===== config.mk =====
export PLATFORM = sky130hd
export DESIGN_NAME = mux_nx1_arb
export DESIGN_NICKNAME = d
export VERILOG_FILES = /design/src/rtl/mux_nx1_arb.sv
export SDC_FILE = /design/constraint.sdc
export NUM_CORES = 1
export LEC_CHECK = 0
export CAP_MARGIN = 15
export CORE_ASPECT_RATIO = 1.75
export CORE_MARGIN = 2
export CORE_UTILIZATION = 39
export CTS_CLUSTER_DIAMETER = 100
export CTS_CLUSTER_SIZE = 25
export DETAILED_ROUTE_END_ITERATION = 12
export GPL_TIMING_DRIVEN = 0
export HOLD_SLACK_MARGIN = 0.08
export MAX_ROUTING_LAYER = met4
export PLACE_DENSITY = 0.87
export SYNTH_ARGS = -nofsm -noshare
export SYNTH_HDL_FRONTEND = slang
export SYNTH_SLANG_ARGS = --single-unit
export TNS_END_PERCENT = 20

===== constraint.sdc =====
create_clock -name clk -period 4.4 [get_ports clk]
set_input_delay 0.88 -clock clk [delete_from_list [all_inputs] [get_ports clk]]
set_output_delay 0.88 -clock clk [all_outputs]
set_load 0.02 [all_outputs]

===== src/rtl/mux_nx1_arb.sv =====
// NUM_CH-to-1 registered stream mux with a built-in round-robin or fixed-priority arbiter.
// A one-entry output stage drains and reloads on the same edge for full throughput.
module mux_nx1_arb #(
  parameter int unsigned DATA_W = 8,
  parameter int unsigned NUM_CH = 4,
  parameter int unsigned MODE   = 0,
  localparam int unsigned CH_W  = $clog2(NUM_CH)
) (
  input  logic                     clk,
  input  logic                     rst_n,
  input  logic                     enb,
  input  logic [NUM_CH*DATA_W-1:0] in_data,
  input  logic [NUM_CH-1:0]        in_valid,
  output logic [NUM_CH-1:0]        in_ready,
  output logic [DATA_W-1:0]        out_data,
  output logic                     out_valid,
  input  logic                     out_ready,
  output logic [CH_W-1:0]          out_ch
);

  logic [DATA_W-1:0] data_q, data_d;
  logic              valid_q, valid_d;
  logic [CH_W-1:0]   ch_q, ch_d;
  logic [CH_W-1:0]   ptr_q, ptr_d;

  logic [CH_W-1:0]   gnt_idx;
  logic              gnt_found;
  logic [NUM_CH-1:0] grant;
  logic [DATA_W-1:0] gnt_data;
  logic              load;

  // First valid channel at or after the search start, wrapping at NUM_CH-1.
  always_comb begin
    int unsigned idx;
    idx       = 0;
    gnt_idx   = '0;
    gnt_found = 1'b0;
    for (int unsigned k = 0; k < NUM_CH; k++) begin
      if (MODE == 0) begin
        idx = 32'(ptr_q) + k;
        if (idx >= NUM_CH) begin
          idx = idx - NUM_CH;
        end
      end else begin
        idx = k;
      end
      if (!gnt_found && in_valid[idx[CH_W-1:0]]) begin
        gnt_found = 1'b1;
        gnt_idx   = idx[CH_W-1:0];
      end
    end
  end

  always_comb begin
    grant    = '0;
    gnt_data = '0;
    if (gnt_found) begin
      grant[gnt_idx] = 1'b1;
    end
    for (int unsigned i = 0; i < NUM_CH; i++) begin
      if (CH_W'(i) == gnt_idx) begin
        gnt_data = in_data[i*DATA_W +: DATA_W];
      end
    end
  end

  // rst_n is folded in so no channel sees a handshake while reset is held.
  assign load     = rst_n & enb & gnt_found & (~valid_q | out_ready);
  assign in_ready = load ? grant : '0;

  always_comb begin
    data_d  = data_q;
    valid_d = valid_q;
    ch_d    = ch_q;
    ptr_d   = ptr_q;
    if (load) begin
      data_d  = gnt_data;
      ch_d    = gnt_idx;
      valid_d = 1'b1;
      if (MODE == 0) begin
        ptr_d = (gnt_idx == CH_W'(NUM_CH - 1)) ? '0 : gnt_idx + CH_W'(1);
      end
    end else if (out_ready) begin
      valid_d = 1'b0;
    end
  end

  always_ff @(posedge clk) begin
    if (!rst_n) begin
      data_q  <= '0;
      valid_q <= 1'b0;
      ch_q    <= '0;
      ptr_q   <= '0;
    end else begin
      data_q  <= data_d;
      valid_q <= valid_d;
      ch_q    <= ch_d;
      ptr_q   <= ptr_d;
    end
  end

  assign out_data  = data_q;
  assign out_valid = valid_q;
  assign out_ch    = ch_q;

endmodule


Yosys cells after proc, flatten, opt, wreduce, memory -nomap -nowiden
Index checks and enable logic that the tools add are counted.

$add $sub $neg: 8. $mul: 0. Divide/modulo/power cells: 0. $lt $le $gt $ge: 10. Equal/unequal tests: 4. Shift-type cells: 0. Muxes and demuxes: 31. Bitwise logic cells: 5. Reduce and logical (&&, ||, !) cells: 9.

Operators with widths (count): two-way mux 8 bit (4); two-way mux 2 bit (9); less-than comparator 2 x 3 -> 1 bit, second input constant (5); two-way mux 1 bit (11); >= comparator 3 bit, second input constant (3); binary-select mux 1 bit (select 2 bit) (4); two-way mux 4 bit (2); subtractor 2 x 1 -> 2 bit, second input constant (4); adder 2 x 2 -> 3 bit, second input constant (2); equality test 2 bit, first input constant (2); logical AND 1 bit (4); adder 2 x 1 -> 3 bit, second input constant (1); bitwise AND 1 bit (3); >= comparator 2 x 3 -> 1 bit, second input constant (1); zero test 1 bit (3); adder 2 x 1 -> 2 bit, second input constant (1); demux 1 bit (select 2 bit) (1); equality test 1 x 2 -> 1 bit, first input constant (1); equality test 2 bit, second input constant (1); >= comparator 2 x 1 -> 1 bit, second input constant (1); zero test 2 bit (1); nonzero test 2 bit (1); NOT 1 bit (1); OR 1 bit (1).

Register bits after elaboration: 13. Bits in latches: 0. RAM bits: 0. Bits in read-only memories: 0. Input port bits: 40. Output and inout bits: 15. Word-level logic and storage cells: 71. Memories: 0.

Depth between registers and ports, before layout
Depth after elaboration: 20. Gate-level depth with buffers: 11. Mapped depth without buffers: 9.

Worst setup path before layout
No wires, ideal clock.

Kind: input -> output. Start: in in_valid[2]. End: out in_ready[3]. Arrival: 2.443 ns. Data required time: 3.520 ns. Path slack: 1.077 ns. Stages on the path: 7. Cell sequence: a22o_1 > a211o_1 > inv_1 > ha_1 > clkbuf_1 > clkbuf_1 > and2_1.

Word-level cells in the longest chain between the ends: 18. Elaborated cells on any way between the ends: 31. Classes of those cells: 2 x order compare; 20 x mux; 2 x bitwise; 7 x reduce/logical.

RTL lines: start: declaration (line 13) `input logic [NUM_CH-1:0] in_valid,`; binary-select mux 1 bit (select 2 bit) (line 47) `if (!gnt_found && in_valid[idx[CH_W-1:0]]) begin`; two-way mux 1 bit (not written as such) (line 47); two-way mux 1 bit (line 47); zero test 1 bit (line 47); logical AND 1 bit (line 47); two-way mux 1 bit (line 47); zero test 1 bit (line 47); logical AND 1 bit (line 47); (+3 left out); two-way mux 2 bit * (line 47); named net gnt_idx[0] (line 26) `logic [CH_W-1:0] gnt_idx;`; less-than comparator 2 x 3 -> 1 bit (not written as such) or >= comparator 2 x 1 -> 1 bit (tied branches) (line 58) `grant[gnt_idx] = 1'b1;`; logical AND 1 bit (not written as such) (line 58); two-way mux 1 bit (not written as such) (line 58); demux 1 bit (select 2 bit) * (line 58); two-way mux 4 bit * (line 57) `if (gnt_found) begin`; two-way mux 4 bit * (line 69) `assign in_ready = load ? grant : '0;`; end: declaration (line 14) `output logic [NUM_CH-1:0] in_ready,`.

The timed path passes the listed nets; every way through them passes the cells marked *. The select of a mux whose other input is x is not followed.

Worst setup path in the final report
Start: in in_valid[2]. End: out in_ready[2].

Word-level cells in the longest chain between the ends: 18. Elaborated cells on any way between the ends: 31. Classes of those cells: 2 x order compare; 20 x mux; 2 x bitwise; 7 x reduce/logical.

RTL lines (line): binary-select mux 1 bit (select 2 bit) (47); two-way mux 1 bit (not written as such) (47); two-way mux 1 bit (47); zero test 1 bit (47); logical AND 1 bit (47); two-way mux 1 bit (47); zero test 1 bit (47); logical AND 1 bit (47); (+2 left out); logical AND 1 bit (47); two-way mux 2 bit (47); less-than comparator 2 x 3 -> 1 bit (not written as such) or >= comparator 2 x 1 -> 1 bit (tied branches) (58); logical AND 1 bit (not written as such) (58); two-way mux 1 bit (not written as such) (58); demux 1 bit (select 2 bit) (58); two-way mux 4 bit (57); two-way mux 4 bit * (69).

Mark *: on every way between the ends. The rest lies on a longest branch, timed or not. The select of a mux whose other input is x is not followed.

==> results.json <==
{
  "fmax_ghz": 0.237,
  "final_nets": 225,
  "ir_drop_mv": 0.148,
  "hold_violations": 0,
  "routedWlPerCell_microns": 13.7,
  "area_growth_pct": 69.7,
  "netlist_area_sq_um": 900,
  "grt_max_degree": 11,
  "grt_pass1_vias": 1079,
  "dieWidth_microns": 40.3,
  "rsz0062_at_grt": "false",
  "synth.most_common_cell": "a21oi_1",
  "clock_sinks": 13,
  "ys_seq_elements": 13,
  "core-area_sq_mm": 0.00224,
  "whs_ns": 0.472,
  "fin_crit_sh": 0.960,
  "switching_share": 0.322,
  "pre_cts_ws_ns": -0.187,
  "layout_setup_ws_ns": 0.178,
  "dpl-instance-area_sq_mm": 0.00147,
  "synth-seq-area-share": 0.289,
  "cts_tree": "done",
  "grtUsageTotal": 0.226,
  "max-cap-violations": 0,
  "clk_root_buffer_cell": "clkbuf_8",
  "slew_viol_final": 0,
  "synth_edf_count": 0,
  "power_density_mw_per_mm2": 276,
  "hold_path_class": "flop to flop",
  "internal_power_mw": 0.285,
  "p_seq_frac": 0.331,
  "clkTransAtPathRegs_ns": 0.05,
  "required_ns": 3.52,
  "stdcell_count": 205,
  "vias": 1117,
  "period_minus_slack_ns": 4.22,
  "numCtsBuffers": 3,
  "via_per_inst": 5.45,
  "die_h_microns": 67.5,
  "rows": 23,
  "synthTopCellsByCount": "19 x a21oi_1, 17 x o21ai_0, 13 x dfxtp_1",
  "synthTopCellsByArea": "dfxtp_1 29%, a21oi_1 11%, o21ai_0 9.5%",
  "ant_nets": 0,
  "drc": 0,
  "drive_above_1_share": 0.0778,
  "io_buffer_count": 54,
  "comb_power_share": 0.419,
  "crit_type": "input pin to output port",
  "cp.arrival_ns": 3.34,
  "slew_headroom": 0.770,
  "postCtsSetupRepairBufs": 0,
  "clock_path_buffers": 2,
  "grt_antenna_before_repair": 0,
  "power.leakage_nw": 0.670,
  "initial_core_util": 0.401,
  "nFillCells": 200,
  "p_switching_mw": 0.135,
  "synth_top_area_share": 0.289,
  "tightest_slew_ns": 0.344,
  "status": "completed",
  "async_flop_share": 0,
  "yosysTopAreaCell": "dfxtp_1",
  "end_kind": "output port",
  "worst-path-max-fanout": 10,
  "power_frac_clock": 0.249,
  "drt_iter0_markers": 24,
  "die_area_sq_mm": 0.00272,
  "setup_violations": 0,
  "synth_top_flop_cell": "dfxtp_1",
  "num_antenna_cells": 0,
  "synth_fp_nets": 167,
  "h-tree-depth": 1,
  "place_inst": 202,
  "clock_latency_ns": 0.24,
  "wl_mm": 2.80,
  "grt-ovfl-total": 0,
  "final_core_util": 0.680,
  "syn_area_per_cell_sq_um": 7.31,
  "place_congestion": 0.797,
  "io_pins": 55,
  "cp-start-kind": "input pin",
  "synthCells": 123,
  "synth_warnings": 0,
  "ys_types": 27,
  "dp_hpwl_mm": 2.30,
  "drtPass1Iterations": 4,
  "final_area_sq_mm": 0.00153,
  "grt_first_pass_wirelength_mm": 4.28,
  "finClkSkew_ns": 0.000346
}
==> worst paths after layout <==
kind                              end  cells after the start  slack (ns)                startpoint
max                       in_ready[2]                      8        0.18               in_valid[2]
min reg2reg  out_data[0]$_SDFFE_PN0P_                      2        0.47  out_data[0]$_SDFFE_PN0P_
min          out_data[0]$_SDFFE_PN0P_                      2        0.47  out_data[0]$_SDFFE_PN0P_
max reg2reg  out_data[2]$_SDFFE_PN0P_                     10        2.19     ptr_q[0]$_SDFFE_PN0P_
==> cell families after synthesis <==
logic type / share of synthesized area
AO/OA/AOI/OAI: 0.335
adder cells (fa/ha/maj): 0.0556
buffers and inverters: 0.114
AND/OR/NAND/NOR: 0.206
flip-flops: 0.289
==> registers in the layout, indices dropped and copies added, names as in the netlist <==
name / cells
out_ch: 2
out_data: 8
out_valid: 1
ptr_q: 2
==> area by class of cell <==
class                      count  area [sq um]  share of cell area
sequential                    13           260               0.170
tap                           25          31.3              0.0205
buffer                         9          62.6              0.0410
multi-input combinational     88           537               0.352
clock buffer                   4          45.0              0.0295
inverter                      12          45.0              0.0295
timing repair buffer          54           546               0.357
==> layout by cell type, fill, tap and decap left out, drive strengths merged, types with 2 or more instances in the layout <==
cell           count
o21ai             19
nand3             11
nand2b             2
clkbuf             8
a22oi              8
dfxtp             13
and2               4
buf                5
inv               12
nand2             10
clkdlybuf4s50     52
a21oi             19
ha                 4
dlymetal6s2s       2
==> layer usage <==
layer | vias to the layer above | track usage | routed length, microns | part of all wire
met5 | - | - | 0 | 0
met4 | 0 | 0.108 | 77 | 0.027
met3 | 7 | 0.0132 | 112 | 0.040
met2 | 39 | 0.415 | 1600 | 0.57
met1 | 524 | 0.224 | 1020 | 0.36
li1 | 547 | - | - | -
==> per-stage QoR <==
stage	power (mW)	TNS (ns)
3_3_place_gp	0.307	-0.176
2_1_floorplan	0.231	0
6_report	0.421	0
5_1_grt	0.444	0
3_5_place_dp	0.315	-0.345
4_1_cts	0.420	0
==> timing repair <==
action / CTS / global route
resized for setup: 5 / 5
hold buffers: 0 / 0
setup endpoints to repair: 3 / 3
gates cloned: 0 / 0
==> power groups by stage <==
stage / logic (mW) / registers, mW / clock network [mW]
floorplan: 0.0772 / 0.154 / 0
global placement: 0.167 / 0.140 / 0
detailed placement: 0.173 / 0.141 / 0
CTS: 0.176 / 0.139 / 0.105
global route: 0.193 / 0.141 / 0.111
finish: 0.176 / 0.139 / 0.105
==> worst max-delay path: stages <==
cell             delay (ns)
clkdlybuf4s50_1        0.51
or2b_1                 0.24
a21oi_1                0.13
a211o_1                0.19
ha_1                   0.34
clkbuf_2               0.28
and2_1                 0.17
clkdlybuf4s50_1        0.60
No activity file was read; power rests on OpenSTA's default activity.
